--- config.mk ---
export PLATFORM = sky130hd
export DESIGN_NAME = pwm_multi_gen_flat
export DESIGN_NICKNAME = d
export VERILOG_FILES = /design/src/rtl/pwm_multi_gen_if.sv /design/src/rtl/pwm_multi_gen.sv /design/src/flat_wrapper.sv
export SDC_FILE = /design/constraint.sdc
export NUM_CORES = 1
export LEC_CHECK = 0
export CAP_MARGIN = 40
export CORE_MARGIN = 5
export CORE_UTILIZATION = 63
export CTS_CLUSTER_SIZE = 14
export DETAILED_ROUTE_END_ITERATION = 8
export MAX_ROUTING_LAYER = met4
export PLACE_DENSITY_LB_ADDON = 0.15
export SYNTH_ARGS = -nofsm -noshare
export SYNTH_HDL_FRONTEND = slang
export SYNTH_SLANG_ARGS = --single-unit
--- constraint.sdc ---
create_clock -name CLK -period 5.7 [get_ports CLK]
set_input_delay 0.855 -clock CLK [delete_from_list [all_inputs] [get_ports CLK]]
set_output_delay 0.855 -clock CLK [all_outputs]
set_load 0.005 [all_outputs]
--- src/rtl/pwm_multi_gen_if.sv ---
// Duty-write port of pwm_multi_gen: a one-cycle strobe with target channel and duty.
// The command decoder drives the master side; the PWM generator reads the slave side.
interface pwm_multi_gen_if #(
  parameter int CH_W   = 1,
  parameter int DUTY_W = 9
);
  logic              wr_en;
  logic [CH_W-1:0]   wr_ch;
  logic [DUTY_W-1:0] wr_duty;

  modport master (output wr_en, wr_ch, wr_duty);
  modport slave  (input  wr_en, wr_ch, wr_duty);
endinterface

--- src/rtl/pwm_multi_gen.sv ---
// Multi-channel PWM generator with a shared timebase and period-aligned duty updates.
// Optional heartbeat counter enabled by defining PWM_HEARTBEAT_EN.
module pwm_multi_gen #(
  parameter int CLK_HZ     = 48_000_000,
  parameter int PWM_HZ     = 400,
  parameter int RES_BITS   = 8,
  parameter int CHANNELS   = 2,
  parameter int ACTIVE_LOW = 0
) (
  input  logic                CLK,
  input  logic                RST,
  input  logic                en,
  pwm_multi_gen_if.slave      wr,
  output logic [CHANNELS-1:0] pwm_o,
  output logic                period_start,
  output logic                heartbeat
);

  localparam int STEPS       = 1 << RES_BITS;
  localparam int STEP_CYCLES = CLK_HZ / (PWM_HZ * STEPS);
  localparam int PS_W        = (STEP_CYCLES > 1) ? $clog2(STEP_CYCLES) : 1;
  localparam int CH_W        = (CHANNELS > 1) ? $clog2(CHANNELS) : 1;
  localparam int DUTY_W      = RES_BITS + 1;
  localparam logic [DUTY_W-1:0] FULL = DUTY_W'(STEPS);
  localparam logic INV       = (ACTIVE_LOW != 0);

  if (STEP_CYCLES < 1) begin : g_cfg_err
    $error("pwm_multi_gen: CLK_HZ too low for PWM_HZ * 2^RES_BITS");
  end

  function automatic logic [DUTY_W-1:0] sat_duty(input logic [DUTY_W-1:0] d);
    return (d > FULL) ? FULL : d;
  endfunction

  logic [PS_W-1:0]     r_ps, w_ps_nxt;
  logic [RES_BITS-1:0] r_cnt, w_cnt_nxt;
  logic                r_en_d;
  logic                w_first, w_tick, w_boundary;
  logic [DUTY_W-1:0]   r_shadow  [CHANNELS];
  logic [DUTY_W-1:0]   r_active  [CHANNELS];
  logic [DUTY_W-1:0]   w_act_nxt [CHANNELS];
  logic [CHANNELS-1:0] w_raw;

  // The first enabled cycle stands in for the wrap cycle, so the prescaler stays at 0 there.
  always_comb begin
    w_first    = en && !r_en_d;
    w_tick     = en && !w_first && (r_ps == PS_W'(STEP_CYCLES - 1));
    w_boundary = w_first || (w_tick && (r_cnt == '1));
    w_ps_nxt   = '0;
    w_cnt_nxt  = '0;
    if (en && !w_first) begin
      w_ps_nxt  = w_tick ? '0 : r_ps + 1'b1;
      w_cnt_nxt = w_tick ? r_cnt + 1'b1 : r_cnt;
    end
    // Compare against next-state count/duty so pwm_o lines up with period_start.
    for (int i = 0; i < CHANNELS; i++) begin
      w_act_nxt[i] = w_boundary ? r_shadow[i] : r_active[i];
      w_raw[i]     = en && ({1'b0, w_cnt_nxt} < w_act_nxt[i]);
    end
  end

  always_ff @(posedge CLK or posedge RST) begin
    if (RST) begin
      r_ps         <= '0;
      r_cnt        <= '0;
      r_en_d       <= 1'b0;
      period_start <= 1'b0;
      pwm_o        <= {CHANNELS{INV}};
      for (int i = 0; i < CHANNELS; i++) begin
        r_shadow[i] <= '0;
        r_active[i] <= '0;
      end
    end else begin
      r_ps         <= w_ps_nxt;
      r_cnt        <= w_cnt_nxt;
      r_en_d       <= en;
      period_start <= w_boundary;
      pwm_o        <= w_raw ^ {CHANNELS{INV}};
      for (int i = 0; i < CHANNELS; i++) begin
        r_active[i] <= w_act_nxt[i];
        if (wr.wr_en && (wr.wr_ch == CH_W'(i)))
          r_shadow[i] <= sat_duty(wr.wr_duty);
      end
    end
  end

`ifdef PWM_HEARTBEAT_EN
  localparam int HB_HALF = CLK_HZ / 2;
  localparam int HB_W    = (HB_HALF > 1) ? $clog2(HB_HALF) : 1;

  logic [HB_W-1:0] r_hb_cnt;

  always_ff @(posedge CLK or posedge RST) begin
    if (RST) begin
      r_hb_cnt  <= '0;
      heartbeat <= 1'b1;
    end else if (r_hb_cnt == HB_W'(HB_HALF - 1)) begin
      r_hb_cnt  <= '0;
      heartbeat <= ~heartbeat;
    end else begin
      r_hb_cnt  <= r_hb_cnt + 1'b1;
    end
  end
`else
  assign heartbeat = 1'b1;
`endif

endmodule
--- src/flat_wrapper.sv ---
// flat-port wrapper written by rule: the top's interface ports become plain ports
module pwm_multi_gen_flat 
#(
  parameter int CLK_HZ     = 48_000_000,
  parameter int PWM_HZ     = 400,
  parameter int RES_BITS   = 8,
  parameter int CHANNELS   = 2,
  parameter int ACTIVE_LOW = 0
)
  (CLK, RST, en, pwm_o, period_start, heartbeat, wr_wr_en, wr_wr_ch, wr_wr_duty);
  pwm_multi_gen_if wr_i ();
  input  logic CLK;
  input  logic RST;
  input  logic en;
  output logic [CHANNELS-1:0] pwm_o;
  output logic period_start;
  output logic heartbeat;
  input wire logic [$bits(wr_i.wr_en)-1:0] wr_wr_en;
  input wire logic [$bits(wr_i.wr_ch)-1:0] wr_wr_ch;
  input wire logic [$bits(wr_i.wr_duty)-1:0] wr_wr_duty;
  assign wr_i.wr_en = wr_wr_en;
  assign wr_i.wr_ch = wr_wr_ch;
  assign wr_i.wr_duty = wr_wr_duty;
  pwm_multi_gen #(.CLK_HZ(CLK_HZ), .PWM_HZ(PWM_HZ), .RES_BITS(RES_BITS), .CHANNELS(CHANNELS), .ACTIVE_LOW(ACTIVE_LOW)) u_core (.CLK(CLK), .RST(RST), .en(en), .wr(wr_i), .pwm_o(pwm_o), .period_start(period_start), .heartbeat(heartbeat));
endmodule
==> flow_metrics.tcl, run 1 <==
set metrics [dict create \
    outcome "finished, final reports clean" \
    dieArea_mm2 0.00579 \
    finClkSkew_ns 0.00624 \
    nFillCells 302 \
    min_period_over_period_pct 62.2 \
    crit_path_start "en" \
    yosysTopAreaCellShare_pct 51.8 \
    maxCapViolations 0 \
    synth_area_leaders "dfrtp_1, ha_1, mux2i_2" \
    worst-path-buf-inv 1 \
    cts_setup_buffers 0 \
    initial_core_util_pct 64.1 \
    grt_start_max_net_pins 58 \
    ioPinCount 18 \
    cts_buffer_depth 2 \
    cp_cell_sequence "clkdlybuf4s50_1, nand2_1, nor3_1, nand4_1, xor2_1, nor2_1, ha_1, a21o_1, a21oi_1, nor2b_1, o2111ai_1, a31oi_1" \
    ctsHoldBuffers 0 \
    cts.clk_slew.worst_paths_ns 0.06 \
    routedWlPerCell_um 14.6 \
    place.gp.congestion 0.853 \
    critPathKind "primary input to flip-flop" \
    htree_num_levels 3 \
    cts_resized 0 \
    cp_max_fo 10 \
    clk-insertion-delay-late_ns 0.32 \
    vias 1858 \
    syn2layout_area_growth_pct 13.9 \
    yosysSeqAreaShare_pct 51.8 \
    die_h_um 76.1 \
    rows 24 \
    required_ns 5.94 \
    start_kind "primary input" \
    drt_iter0_drc 62 \
    fmax_ghz 0.282 \
    drive_above_1_share_pct 14.9 \
    synth_seq_cells 57 \
    power_density_mw_per_mm2 308 \
    cts_tree "yes" \
    worst_hold_path_type "flip-flop to flip-flop" \
    grt_overflow 0 \
    vdd.ir_drop.worst_v 0.000214 \
    crit_path_end_kind "flip-flop" \
    synth_area_mm2 0.00275 \
    hold_viol 0 \
    routed_wl_um 4880 \
    fin_nets 306 \
    grt_first_pass_wirelength_um 8650 \
    preCtsSetupSlack_ns 1.86 \
    cp_top_family "simple AND/OR/NAND/NOR gates" \
    clockRootBuffer "clkbuf_8" \
    hold_slack_ns 0.480 \
    antenna_found_initial 0 \
    regArea_mm2 0.00143 \
    numCtsBuffers 9 \
    multi_input_area_mm2 0.00119 \
    setup_slack_ns 2.15 \
    worstHoldStart "u_core.r_shadow[0]" \
    routed_via_density 5.58 \
    yosysTopAreaCell "dfrtp_1" \
    ant_nets 0 \
    rsz0062_at_grt "false" \
    worstPathArrival_ns 3.78 \
    grt_use_total_pct 19.0 \
    setup_viol 0 \
    power_leakage_uw 0.00153 \
    dr.pass1.iters 5 \
    rr_startpoint "u_core.r_ps[2]" \
    final_core_util_pct 73.0 \
    tns_ns 0 \
    die_w_um 76.1 \
    grt_pass1_vias 1805 \
    drv_slew 0 \
    cts.sinks 57 \
    dp_hpwl_um 3520 \
    relSlewSlack_pct 53.5 \
    synth_nets 286 \
    slowest_delay_ns 0.57 \
    syn-instance-count 256 \
    synth_cell_types 36 \
    drc 0 \
    period_minus_slack_ns 3.55 \
    synth.avg_cell_area_um2 10.7 \
    antenna_cells 0 \
    yosys_warnings 0 \
    tightest_slew_ns 0.697 \
    total_power_uw 966 \
    slowest_stage "clkdlybuf4s50_1" \
    core_area_mm2 0.00429 \
    io_buffers 16 \
]
-- power breakdown --
part,total [uW],switching [uW],internal (uW)
Sequential,461,17.7,444
Combinational,120,64.1,55.5
Clock,385,147,237
Total,966,229,736
-- layout make-up --
cell class                 instances  area share [%]
sequential                        57            45.5
multi-input combinational        170            37.9
clock buffer                      14            5.51
timing repair buffer              17            5.35
inverter                          21            2.51
tap                               52            2.08
clock inverter                     2            1.12
-- registers in the layout, indices dropped and copies added (netlist names) --
signal / flops
u_core.r_active: 18
u_core.r_ps: 9
u_core.r_cnt: 8
u_core.r_en_d: 1
u_core.r_shadow: 18
u_core.pwm_o: 2
u_core.period_start: 1
-- cells by family after synthesis --
logic type / Yosys count / share of synthesized area, %
flip-flops: 57 / 51.8
buffers and inverters: 29 / 4.96
other: 1 / 0.136
multiplexers: 18 / 7.87
AND/OR/NAND/NOR: 81 / 15.1
AO/OA/AOI/OAI: 41 / 8.73
XOR/XNOR: 13 / 4.14
adder cells (fa/ha/maj): 16 / 7.28
-- path summary, 6_finish.rpt --
check / slack [ns] / cells past startpoint / end
min in group asynchronous: 1.04 / 3 / u_core.r_ps[2]
worst max register to register: 2.32 / 10 / u_core.pwm_o[0]
max in group asynchronous: 4.19 / 3 / u_core.r_cnt[5]
worst min-delay path: 0.48 / 2 / u_core.r_shadow[0]
worst min register to register: 0.48 / 2 / u_core.r_shadow[0]
worst max-delay path: 2.15 / 12 / u_core.pwm_o[0]
-- worst min-delay path, delay by kind of cell (launching register included) --
kind,cells,cell delay (ns)
DFF,1,0.34
AOI/OAI and AO/OA,1,0.06
and+or+nand+nor,1,0.05
-- synth_stat cells --
cell / count
or4b_4: 1
o21ai_0: 24
or3_1: 1
o2111ai_1: 4
a21boi_0: 2
buf_6: 1
xor2_1: 7
conb_1: 1
and2_4: 1
mux2i_1: 7
and3_1: 4
buf_1: 1
or4_4: 1
dfrtp_1: 57
nand4_1: 5
nor4_1: 1
a21oi_1: 4
clkbuf_1: 4
mux2_2: 2
or2_2: 3
mux2i_2: 9
nand2b_1: 12
xnor2_1: 6
nand2_1: 22
nor3_1: 1
ha_1: 16
inv_2: 9
buf_12: 1
nor2_1: 17
buf_4: 1
a211oi_1: 2
a31oi_1: 2
inv_1: 12
nand3_1: 7
a21o_1: 3
nor2b_1: 5
-- per-stage QoR --
step,instance area (um^2),std cells
6_report,3130,333
3_5_place_dp,2930,317
5_1_grt,3130,333
4_1_cts,3130,333
2_1_floorplan,2750,256
3_3_place_gp,2930,317
-- layer usage --
layer	global-route usage (%)	part of all wire, %	vias up
li1	-	-	913
met1	25.5	50	894
met2	27.1	44	37
met3	4.37	3.5	14
met4	9.79	2.7	0
met5	-	0	-
-- cells in the final DEF (no fill, tap or decap), types with 3 or more instances in the layout --
cell type	count
nand4_1	5
clkdlybuf4s50_1	16
o21ai_0	24
xnor2_1	6
nor2_1	17
clkbuf_8	12
dfrtp_1	57
o2111ai_1	4
a21oi_1	4
inv_1	11
nor2b_1	5
nand2b_1	12
and3_1	4
mux2i_2	9
ha_1	16
mux2i_1	7
inv_2	10
xor2_1	7
nand3_1	7
nand2_1	22
or2_2	3
a21o_1	3
No activity file was read; power rests on OpenSTA's default activity.
==> run 2, diff against run 1 <==
--- a/config.mk
+++ b/config.mk
@@ -7,7 +7,7 @@
 export LEC_CHECK = 0
 export CAP_MARGIN = 40
 export CORE_MARGIN = 5
-export CORE_UTILIZATION = 63
+export CORE_UTILIZATION = 58
 export CTS_CLUSTER_SIZE = 14
 export DETAILED_ROUTE_END_ITERATION = 8
 export MAX_ROUTING_LAYER = met4
==> constraint.sdc (replaced) <==
create_clock -name CLK -period 3.69 [get_ports CLK]
set_input_delay 0.5535 -clock CLK [delete_from_list [all_inputs] [get_ports CLK]]
set_output_delay 0.5535 -clock CLK [all_outputs]
set_load 0.005 [all_outputs]
==> flow_metrics.tcl, run 2 (synthesis gave the netlist of run 1 again) <==
set metrics [dict create \
    setup_viol 0 \
    vdd.ir_drop.worst_v 0.000361 \
    worst_hold_path_type "flip-flop to flip-flop" \
    multi_input_area_mm2 0.00119 \
    met2_length_um 2250 \
    dp_hpwl_um 3570 \
    dr.pass1.iters 4 \
    hold_viol 0 \
    relSlewSlack_pct 49.1 \
    fmax_ghz 0.299 \
    vias 1845 \
    die_h_um 78.9 \
    top_regs "u_core.r_active (18), u_core.r_shadow (18), u_core.r_ps (9)" \
    tns_ns 0 \
    crit_path_end_kind "flip-flop" \
    r2r_setup_slack_ns 0.34 \
    io_buffers 16 \
    wl_met1_um 2360 \
    rr_startpoint "u_core.r_ps[2]" \
    period_minus_slack_ns 3.35 \
    antenna_cells 0 \
    slowest_delay_ns 0.60 \
    grt_use_total_pct 18.8 \
    drive_above_1_share_pct 15.2 \
    clk-insertion-delay-late_ns 0.33 \
    finClkSkew_ns 0.00635 \
    rows 25 \
    routedWlPerCell_um 14.6 \
    grt_start_max_net_pins 39 \
    required_ns 3.94 \
    cts_buffer_depth 2 \
    worstHoldStart "u_core.r_active[13]" \
    final_common_cell "dfrtp_1" \
    maxCapViolations 0 \
    drt_iter0_drc 102 \
    worst-r2r-cell-count 10 \
    cp_cell_sequence "or4b_4, or4_4, and2_4, mux2i_1, ha_1, a21o_1, a21oi_1, nor2b_1, o2111ai_1, a31oi_1" \
    cts.clk_slew.worst_paths_ns 0.07 \
    cts_resized 0 \
    outcome "finished, final reports clean" \
    place.gp.congestion 0.891 \
    place_area_mm2 0.00294 \
    critPathKind "flip-flop to flip-flop" \
    start_kind "flip-flop" \
    power_density_mw_per_mm2 453 \
    core_area_mm2 0.00466 \
    routed_via_density 5.49 \
    rsz0062_at_grt "false" \
    numCtsBuffers 9 \
    cts.sinks 57 \
    cts_setup_buffers 0 \
    fin_nets 307 \
    whs_path_depth 2 \
    regArea_mm2 0.00143 \
    worstPathArrival_ns 3.60 \
    antenna_found_initial 0 \
    slowest_stage "or4b_4" \
    drc 0 \
    top_layer "met4" \
    cts_tree "yes" \
    syn2layout_area_growth_pct 13.1 \
    routed_wl_um 4910 \
    min_period_over_period_pct 90.7 \
    grt_first_pass_wirelength_um 8550 \
    die_w_um 78.9 \
    initial_core_util_pct 59.0 \
    preCtsSetupSlack_ns 0.263 \
    power_leakage_uw 0.00152 \
    drv_slew 0 \
    tightest_slew_ns 0.762 \
    cp_top_family "simple AND/OR/NAND/NOR gates" \
    grt_overflow 0 \
    worst-path-buf-inv 0 \
    min_to "u_core.r_active[13]" \
    setup_slack_ns 0.343 \
    ctsHoldBuffers 0 \
    htree_num_levels 3 \
    dieArea_mm2 0.00622 \
    reg2reg_to "u_core.pwm_o[1]" \
    total_power_uw 1410 \
    ioPinCount 18 \
    ant_nets 0 \
    grt_pass1_vias 1832 \
    final_cell_mix "dfrtp_1, o21ai_0, nand2_1, nor2_1" \
    wl_met3_um 211 \
    nFillCells 350 \
    final_cell_area_mm2 0.00311 \
    clockRootBuffer "clkbuf_8" \
    cp_max_fo 17 \
]
## run 2: how the worst max path moves through the flow
stage / cells after the start / endpoint / start / slack [ns]
2_1_floorplan: 12 / u_core.pwm_o[0] / u_core.r_ps[2] / 0.49
5_1_grt: 10 / u_core.pwm_o[1] / u_core.r_ps[2] / 0.16
3_5_place_dp: 11 / u_core.pwm_o[1] / en / 0.26
3_3_place_gp: 11 / u_core.pwm_o[1] / en / 0.31
4_1_cts: 10 / u_core.pwm_o[1] / u_core.r_ps[2] / 0.35
6_report: 10 / u_core.pwm_o[1] / u_core.r_ps[2] / 0.34
## run 2: area by class of cell
type / count / share of cell area, %
sequential: 57 / 45.9
timing repair buffer: 18 / 5.63
clock inverter: 3 / 0.483
multi-input combinational: 170 / 38.2
inverter: 21 / 2.53
tap: 54 / 2.17
clock buffer: 13 / 5.11
## run 2: power by group
group / total, uW / leakage [uW] / internal, uW / switching, uW
clock: 513 / 0.0000932 / 277 / 236
sequential: 713 / 0.000751 / 685 / 28.0
combinational: 183 / 0.000678 / 86.5 / 96.8
total: 1410 / 0.00152 / 1050 / 361
## run 2: layer usage
layer / vias to the layer above / GRT usage, %
met4: 0 / 9.45
met5: - / -
met1: 896 / 24.1
met3: 8 / 6.24
met2: 27 / 26.7
li1: 914 / -
## run 2: worst min-delay path, delay by kind of cell, from the launching register on
family / cells / cell delay [ns]
DFF: 1 / 0.34
buffers and inverters: 1 / 0.05
muxes: 1 / 0.08
## run 2: through the flow
step	instances	util [%]	hold WS, ns
after floorplan	256	-	0.444
after global placement	320	63.0	0.470
after global routing	336	66.7	0.498
after detailed placement	320	63.0	0.477
after CTS	336	66.7	0.492
final	336	66.7	0.492
